==> config.mk <==
export PLATFORM = sky130hd
export DESIGN_NAME = sd_dat_tx
export DESIGN_NICKNAME = d
export VERILOG_FILES = /design/src/rtl/sd_dat_tx.sv
export SDC_FILE = /design/constraint.sdc
export NUM_CORES = 1
export LEC_CHECK = 0
export CAP_MARGIN = 5
export CORE_MARGIN = 1.5
export CORE_UTILIZATION = 30
export CTS_CLUSTER_SIZE = 28
export DETAILED_ROUTE_END_ITERATION = 10
export PLACE_DENSITY = 0.57
export SETUP_SLACK_MARGIN = 0.4
export SYNTH_ARGS = -nofsm -noshare
export SYNTH_HDL_FRONTEND = slang
export SYNTH_SLANG_ARGS = --single-unit
==> constraint.sdc <==
create_clock -name clk -period 7.7 [get_ports clk]
set_input_delay 1.155 -clock clk [delete_from_list [all_inputs] [get_ports clk]]
set_output_delay 1.155 -clock clk [all_outputs]
set_load 0.02 [all_outputs]
==> src/rtl/sd_dat_tx.sv <==
// SD host DAT-line write engine: serialises FIFO words onto 1 or 4 DAT lanes as
// SD data blocks (start bit, payload, per-lane CRC16, end bit) and waits out card busy.
module sd_dat_tx #(
    parameter int FIFO_WIDTH  = 32,
    parameter int BLK_WORDS_W = 8,
    parameter int BLK_CNT_W   = 16
) (
    input  logic                   clk,
    input  logic                   reset,
    input  logic                   start,
    input  logic                   wide_mode,
    input  logic                   multi_block,
    input  logic [BLK_WORDS_W-1:0] blk_words,
    input  logic [BLK_CNT_W-1:0]   blk_cnt,
    input  logic                   abort,
    input  logic [FIFO_WIDTH-1:0]  fifo_data,
    input  logic                   fifo_empty,
    output logic                   fifo_pop,
    input  logic                   dat_in0,
    output logic [3:0]             dat_out,
    output logic                   dat_oe,
    output logic                   sd_clk_en,
    output logic                   busy,
    output logic                   done,
    output logic [BLK_CNT_W-1:0]   blocks_sent
);

    localparam int SH_W = $clog2(FIFO_WIDTH + 1);
    localparam logic [SH_W-1:0] CYC_1BIT = SH_W'(FIFO_WIDTH);
    localparam logic [SH_W-1:0] CYC_4BIT = SH_W'(FIFO_WIDTH / 4);

    localparam logic [3:0] S_IDLE = 4'd0;
    localparam logic [3:0] S_FILL = 4'd1;
    localparam logic [3:0] S_SBIT = 4'd2;
    localparam logic [3:0] S_DATA = 4'd3;
    localparam logic [3:0] S_CRC  = 4'd4;
    localparam logic [3:0] S_EBIT = 4'd5;
    localparam logic [3:0] S_TURN = 4'd6;
    localparam logic [3:0] S_BSY  = 4'd7;
    localparam logic [3:0] S_DONE = 4'd8;

    // CRC16-CCITT (x^16+x^12+x^5+1), one serial bit per call
    function automatic logic [15:0] crc16_step(input logic [15:0] crc, input logic din);
        logic fb;
        fb = crc[15] ^ din;
        return {crc[14:0], 1'b0} ^ (fb ? 16'h1021 : 16'h0000);
    endfunction

    logic [3:0]             r_state;
    logic                   r_wide;
    logic [BLK_WORDS_W-1:0] r_blk_words;
    logic [BLK_CNT_W-1:0]   r_blk_left;
    logic                   r_abort;
    logic                   r_first;
    logic [FIFO_WIDTH-1:0]  r_hold;
    logic                   r_hold_vld;
    logic [BLK_WORDS_W-1:0] r_pop_left;
    logic [FIFO_WIDTH-1:0]  r_shift;
    logic [SH_W-1:0]        r_sh_cnt;
    logic [BLK_WORDS_W-1:0] r_wd_left;
    logic [15:0]            r_crc [4];
    logic [3:0]             r_crc_cnt;
    logic                   r_turn;
    logic [BLK_CNT_W-1:0]   r_blocks_sent;
    logic [3:0]             r_last_out;

    logic                   w_src_sh;
    logic [FIFO_WIDTH-1:0]  w_cur;
    logic                   w_stall;
    logic                   w_adv;
    logic [3:0]             w_dbit;
    logic [3:0]             w_crc_bits;
    logic [SH_W-1:0]        w_cnt_full;
    logic [SH_W-1:0]        w_cnt_now;
    logic [BLK_WORDS_W-1:0] w_wd_after;
    logic                   w_data_last;
    logic                   w_fill_abort;
    logic                   w_pop;
    logic                   w_consume;

    // An empty shift register is equivalent to having just reloaded from the holding register
    assign w_src_sh     = (r_sh_cnt != '0);
    assign w_cur        = w_src_sh ? r_shift : r_hold;
    assign w_stall      = (r_state == S_DATA) && !w_src_sh && !r_hold_vld;
    assign w_adv        = (r_state == S_DATA) && !w_stall;
    assign w_dbit       = r_wide ? w_cur[FIFO_WIDTH-1 -: 4] : {3'b111, w_cur[FIFO_WIDTH-1]};
    assign w_crc_bits   = r_wide ? {r_crc[3][15], r_crc[2][15], r_crc[1][15], r_crc[0][15]}
                                 : {3'b111, r_crc[0][15]};
    assign w_cnt_full   = r_wide ? CYC_4BIT : CYC_1BIT;
    assign w_cnt_now    = w_src_sh ? r_sh_cnt : w_cnt_full;
    assign w_wd_after   = w_src_sh ? r_wd_left : r_wd_left - 1'b1;
    assign w_data_last  = w_adv && (w_cnt_now == SH_W'(1)) && (w_wd_after == '0);
    assign w_fill_abort = (r_state == S_FILL) && r_first && (r_abort || abort);
    assign w_pop        = !r_hold_vld && !fifo_empty && (r_pop_left != '0) && !w_fill_abort &&
                          ((r_state == S_FILL) || (r_state == S_SBIT) || (r_state == S_DATA));
    assign w_consume    = (r_state == S_SBIT) || (w_adv && !w_src_sh);

    always_comb begin
        dat_out = 4'hF;
        dat_oe  = 1'b0;
        case (r_state)
            S_SBIT: begin
                dat_oe  = 1'b1;
                dat_out = r_wide ? 4'h0 : 4'hE;
            end
            S_DATA: begin
                dat_oe  = 1'b1;
                dat_out = w_stall ? r_last_out : w_dbit;
            end
            S_CRC: begin
                dat_oe  = 1'b1;
                dat_out = w_crc_bits;
            end
            S_EBIT: dat_oe = 1'b1;
            default: ;
        endcase
    end

    assign fifo_pop    = w_pop;
    assign sd_clk_en   = !w_stall;
    assign busy        = (r_state != S_IDLE);
    assign done        = (r_state == S_DONE);
    assign blocks_sent = r_blocks_sent;

    always_ff @(posedge clk) begin
        if (reset) begin
            r_state       <= S_IDLE;
            r_wide        <= 1'b0;
            r_blk_words   <= '0;
            r_blk_left    <= '0;
            r_abort       <= 1'b0;
            r_first       <= 1'b0;
            r_hold_vld    <= 1'b0;
            r_pop_left    <= '0;
            r_sh_cnt      <= '0;
            r_wd_left     <= '0;
            r_crc_cnt     <= '0;
            r_turn        <= 1'b0;
            r_blocks_sent <= '0;
            for (int i = 0; i < 4; i++) r_crc[i] <= '0;
        end else begin
            if (w_pop) begin
                r_hold_vld <= 1'b1;
                r_pop_left <= r_pop_left - 1'b1;
            end else if (w_consume) begin
                r_hold_vld <= 1'b0;
            end
            if (r_state != S_IDLE && abort) r_abort <= 1'b1;

            case (r_state)
                S_IDLE: begin
                    if (start && blk_words != '0 && (!multi_block || blk_cnt != '0)) begin
                        r_wide        <= wide_mode;
                        r_blk_words   <= blk_words;
                        r_blk_left    <= multi_block ? blk_cnt : BLK_CNT_W'(1);
                        r_abort       <= 1'b0;
                        r_first       <= 1'b1;
                        r_pop_left    <= blk_words;
                        r_blocks_sent <= '0;
                        r_state       <= S_FILL;
                    end
                end
                S_FILL: begin
                    if (w_fill_abort)
                        r_state <= S_DONE;
                    else if (r_hold_vld || w_pop)
                        r_state <= S_SBIT;
                end
                S_SBIT: begin
                    r_sh_cnt  <= w_cnt_full;
                    r_wd_left <= r_blk_words - 1'b1;
                    r_first   <= 1'b0;
                    for (int i = 0; i < 4; i++) r_crc[i] <= '0;
                    r_state   <= S_DATA;
                end
                S_DATA: begin
                    if (w_adv) begin
                        r_sh_cnt  <= w_cnt_now - 1'b1;
                        r_wd_left <= w_wd_after;
                        for (int i = 0; i < 4; i++) r_crc[i] <= crc16_step(r_crc[i], w_dbit[i]);
                        if (w_data_last) begin
                            r_crc_cnt <= '0;
                            r_state   <= S_CRC;
                        end
                    end
                end
                S_CRC: begin
                    for (int i = 0; i < 4; i++) r_crc[i] <= {r_crc[i][14:0], 1'b0};
                    r_crc_cnt <= r_crc_cnt + 1'b1;
                    if (r_crc_cnt == 4'd15) r_state <= S_EBIT;
                end
                S_EBIT: begin
                    r_blocks_sent <= r_blocks_sent + 1'b1;
                    r_blk_left    <= r_blk_left - 1'b1;
                    r_turn        <= 1'b0;
                    r_state       <= S_TURN;
                end
                S_TURN: begin
                    r_turn <= 1'b1;
                    if (r_turn) r_state <= S_BSY;
                end
                S_BSY: begin
                    if (dat_in0) begin
                        if (r_blk_left == '0 || r_abort || abort) begin
                            r_state <= S_DONE;
                        end else begin
                            r_pop_left <= r_blk_words;
                            r_state    <= S_FILL;
                        end
                    end
                end
                S_DONE:  r_state <= S_IDLE;
                default: r_state <= S_IDLE;
            endcase
        end
    end

    // Payload registers carry no reset; their valid/count companions above do
    always_ff @(posedge clk) begin
        if (w_pop) r_hold <= fifo_data;
        if (r_state == S_SBIT) begin
            r_shift <= r_hold;
        end else if (w_adv) begin
            r_shift    <= r_wide ? (w_cur << 4) : (w_cur << 1);
            r_last_out <= w_dbit;
        end
    end

endmodule

==> out/results.txt <==
Setup TNS: 0 ns
Fillcell total: 3332
Synth-to-Final Area Change: 20.8%
#FFs+latches synth: 207
Initial Util: 30.5%
Post-synth design cell area: 10200 µm²
Slowest stage delay, CP: 0.85 ns
Post-synth EDFFs: 129
Worst path bufs/invs: 1
Synth Area in Compound Gates: 11.7%
Critical-path cell list: and4bb_1 -> nand3_1 -> nor2_1 -> a22oi_1 -> nand3b_1 -> clkdlybuf4s50_1
Mux cell area share after synthesis: 6.13%
RSZ-0062 raised after global routing: no
Worst hold path class: reg -> reg
Share of cells above drive strength 1: 7.03%
Adder-cell share of the synthesized area: 1.10%
Worst path required time: 6.55 ns
Slew Limit Fails: 0
Minimum clock period after layout: 5.05 ns
Hold path cells: 2
Dpl ws: 3.09 ns
Hpwl dp: 15600 µm
Tightest Pin Transition: 1.04 ns
Status: finished, final reports clean
Main synth FF type: edfxtp_1
Skew-Pair Late Insertion Delay: 0.52 ns
Fin crit share: 65.5%
Post-Route WL: 23900 µm
Vias per cell: 4.96
GR Util All Layers: 13.7%
Ports: 89
Static Leak: 0.00438 µW
TritonCTS Buffers: 24
Clock Root Buffer: clkbuf_16
Simple-gate share of the synthesized area: 22.6%
Clock Tree Buf Depth: 3
Post-Synthesis Cells: 1027
Ant diodes: 0
Post-cts gate resize count: 0
Final setup violation count: 0
FMAX: 0.198 GHz
R2r endpoint: r_wd_left[7]$_SDFFE_PP0P_
Clock slew at reported path FFs: 0.06 ns
Die H: 187 µm
Core area: 33400 µm²
CP Launch Type: flip-flop
Final setup margin: 2.65 ns
GRT overflow: 0
Global-route wire length before repair: 40100 µm
Initial antenna violation count: 0
Crit end category: output pin
Routed WL per cell: 15.3 µm
Mapped Nets: 1100
Power, Total: 4160 µW
Pin count of the biggest net entering global routing: 81
Crit-path leading delay family: simple AND/OR/NAND/NOR gates
GP Congestion: 0.803
Worst hold path startpoint: r_blk_left[15]$_SDFFE_PP0P_
Post-Syn Area per Cell: 9.92 µm²
Main combinational cell family by area after synthesis: simple AND/OR/NAND/NOR gates
DIE AREA: 35100 µm²
Vias post-DR: 7721
Share of flip-flops with an asynchronous set or reset: 0%
Critical Path AT: 3.89 ns
Clock skew: 0.00964 ns
Yosys cell types: 72
R2R setup slack: 3.89 ns
Max Cap Violations: 0
Pre-antenna DRT Iters: 4
Post-CTS Hold Buffers: 0
YS warnings: 0
Crit path max-delay cell type: dfxtp_1
R2R depth: 7
Synth top area share: 38.0%
Hold Path Sink: r_blk_left[15]$_SDFFE_PP0P_
XOR/XNOR Fraction of Synth Area: 1.89%
CTS tree: yes
Dominant cell type by area after synthesis: edfxtp_1
Final hold vios: 0
Drt drc: 0
Cell Pwr Density: 338 nW/µm²
H-Tree Depth: 1
Final Core Density: 36.8%
Rows: 67
PortBufs: 88
Worst-path maximum fanout: 25
Sequential fraction of the synthesis area: 53.3%
Setup bufs post-CTS: 0
Final hold slack: 0.464 ns
Worst slew margin relative to its limit: 30.7%
Starting DRT DRC Count: 562
Synth top area cells: edfxtp_1 (38%), dfxtp_1 (15%), mux2i_1 (5.8%)
TritonCTS sink count: 207
Worst VDD drop: 0.000180 V
Setup CP Type: reg -> out
Net count, final: 1165
R2R Path Start: r_state[1]$_SDFFE_PP0P_
Die Wd: 187 µm
Antenna viol nets, final: 0
Vias in the first global route: 7595
-- sequential cells by signal (all words and copies together), names as in the netlist, 6 cells and up --
signal and flops:
r_pop_left 8, r_blk_words 8, r_crc 64, r_hold 32
blocks_sent 16, r_shift 32, r_sh_cnt 6, r_blk_left 16
r_wd_left 8
-- stage by stage --
step	cells	instance area, µm²
floorplan	1027	10200
global placement	1514	11500
detailed placement	1514	11500
CTS	1558	12300
global route	1558	12300
finish	1558	12300
-- where the power goes --
| part | switching, µW | internal [µW] |
|---|---|---|
| Sequential | 152 | 1470 |
| Combinational | 834 | 513 |
| Clock | 465 | 730 |
| Total | 1450 | 2710 |
-- routing by layer --
layer  up-vias  track usage, %  routed length (µm)
met1      3684            19.8               12100
met3        36            2.10                1030
met5         -               0                   0
met2       172            21.1               10200
li1       3829               -                   -
met4         0            3.60                 549
-- worst max-delay path by stage --
| stage | from | end | slack, ns | depth (start not counted) |
|---|---|---|---|---|
| final | r_state[1]$_SDFFE_PP0P_ | dat_out[0] | 2.65 | 6 |
| after global routing | r_state[1]$_SDFFE_PP0P_ | dat_out[0] | 2.41 | 6 |
| after CTS | r_state[1]$_SDFFE_PP0P_ | dat_out[0] | 2.70 | 6 |
| after detailed placement | abort | fifo_pop | 3.09 | 5 |
| after global placement | abort | fifo_pop | 3.13 | 5 |
| after floorplan | abort | fifo_pop | 1.96 | 3 |
-- logic make-up after synthesis --
family          Yosys count
fa+ha+maj                 9
flops                   207
buf+inv                  81
mux                      61
xor+xnor                 22
compound gates          190
simple gates            457
-- tightest hold or removal path, delay by kind of cell (launching register included) --
kind,cells,cell delay [ns]
AOI/OAI and AO/OA,1,0.05
DFF,1,0.31
and+or+nand+nor,1,0.05
-- Yosys cell counts (12+ instances only) --
cell,n
xnor2_1,12
nor2_1,136
mux2i_1,59
clkbuf_1,40
and2_1,58
edfxtp_1,129
buf_2,14
a31oi_1,16
nand2_1,102
nor4_1,18
a21oi_1,75
inv_1,21
o21ai_0,28
nand3_1,33
dfxtp_1,78
nand2b_1,14
nor3_1,31
-- area by class of cell --
class / count / area [µm²] / area share [%]
clock buffers: 37 / 742 / 6.03
clock inverters: 7 / 91.3 / 0.742
inverters: 24 / 90.1 / 0.732
multi-input cells: 739 / 4460 / 36.2
flip-flops and latches: 207 / 5440 / 44.1
well taps: 448 / 561 / 4.55
repair buffers: 96 / 936 / 7.60
-- layout by cell type (no fill, tap or decap), drive strengths merged, types with 3 or more instances in the layout --
cell type,instances
a31oi,16
clkinv,4
a211oi,9
nor3,33
a311oi,10
a21o,3
or3,10
edfxtp,129
nor2b,5
a21oi,75
and2,58
ha,9
o22ai,4
nor4,20
nand2b,14
and3,5
nand2,102
a2111oi,3
nor4b,5
o31ai,5
inv,24
nand3b,4
or4b,3
clkdlybuf4s50,87
or4,7
nand4,4
xor2,10
clkbuf,37
dfxtp,78
o21ai,36
mux2i,59
o211ai,5
xnor2,12
buf,9
a22oi,7
nand3,33
or2,7
nor2,140
Power figures use the tool's default switching activity.
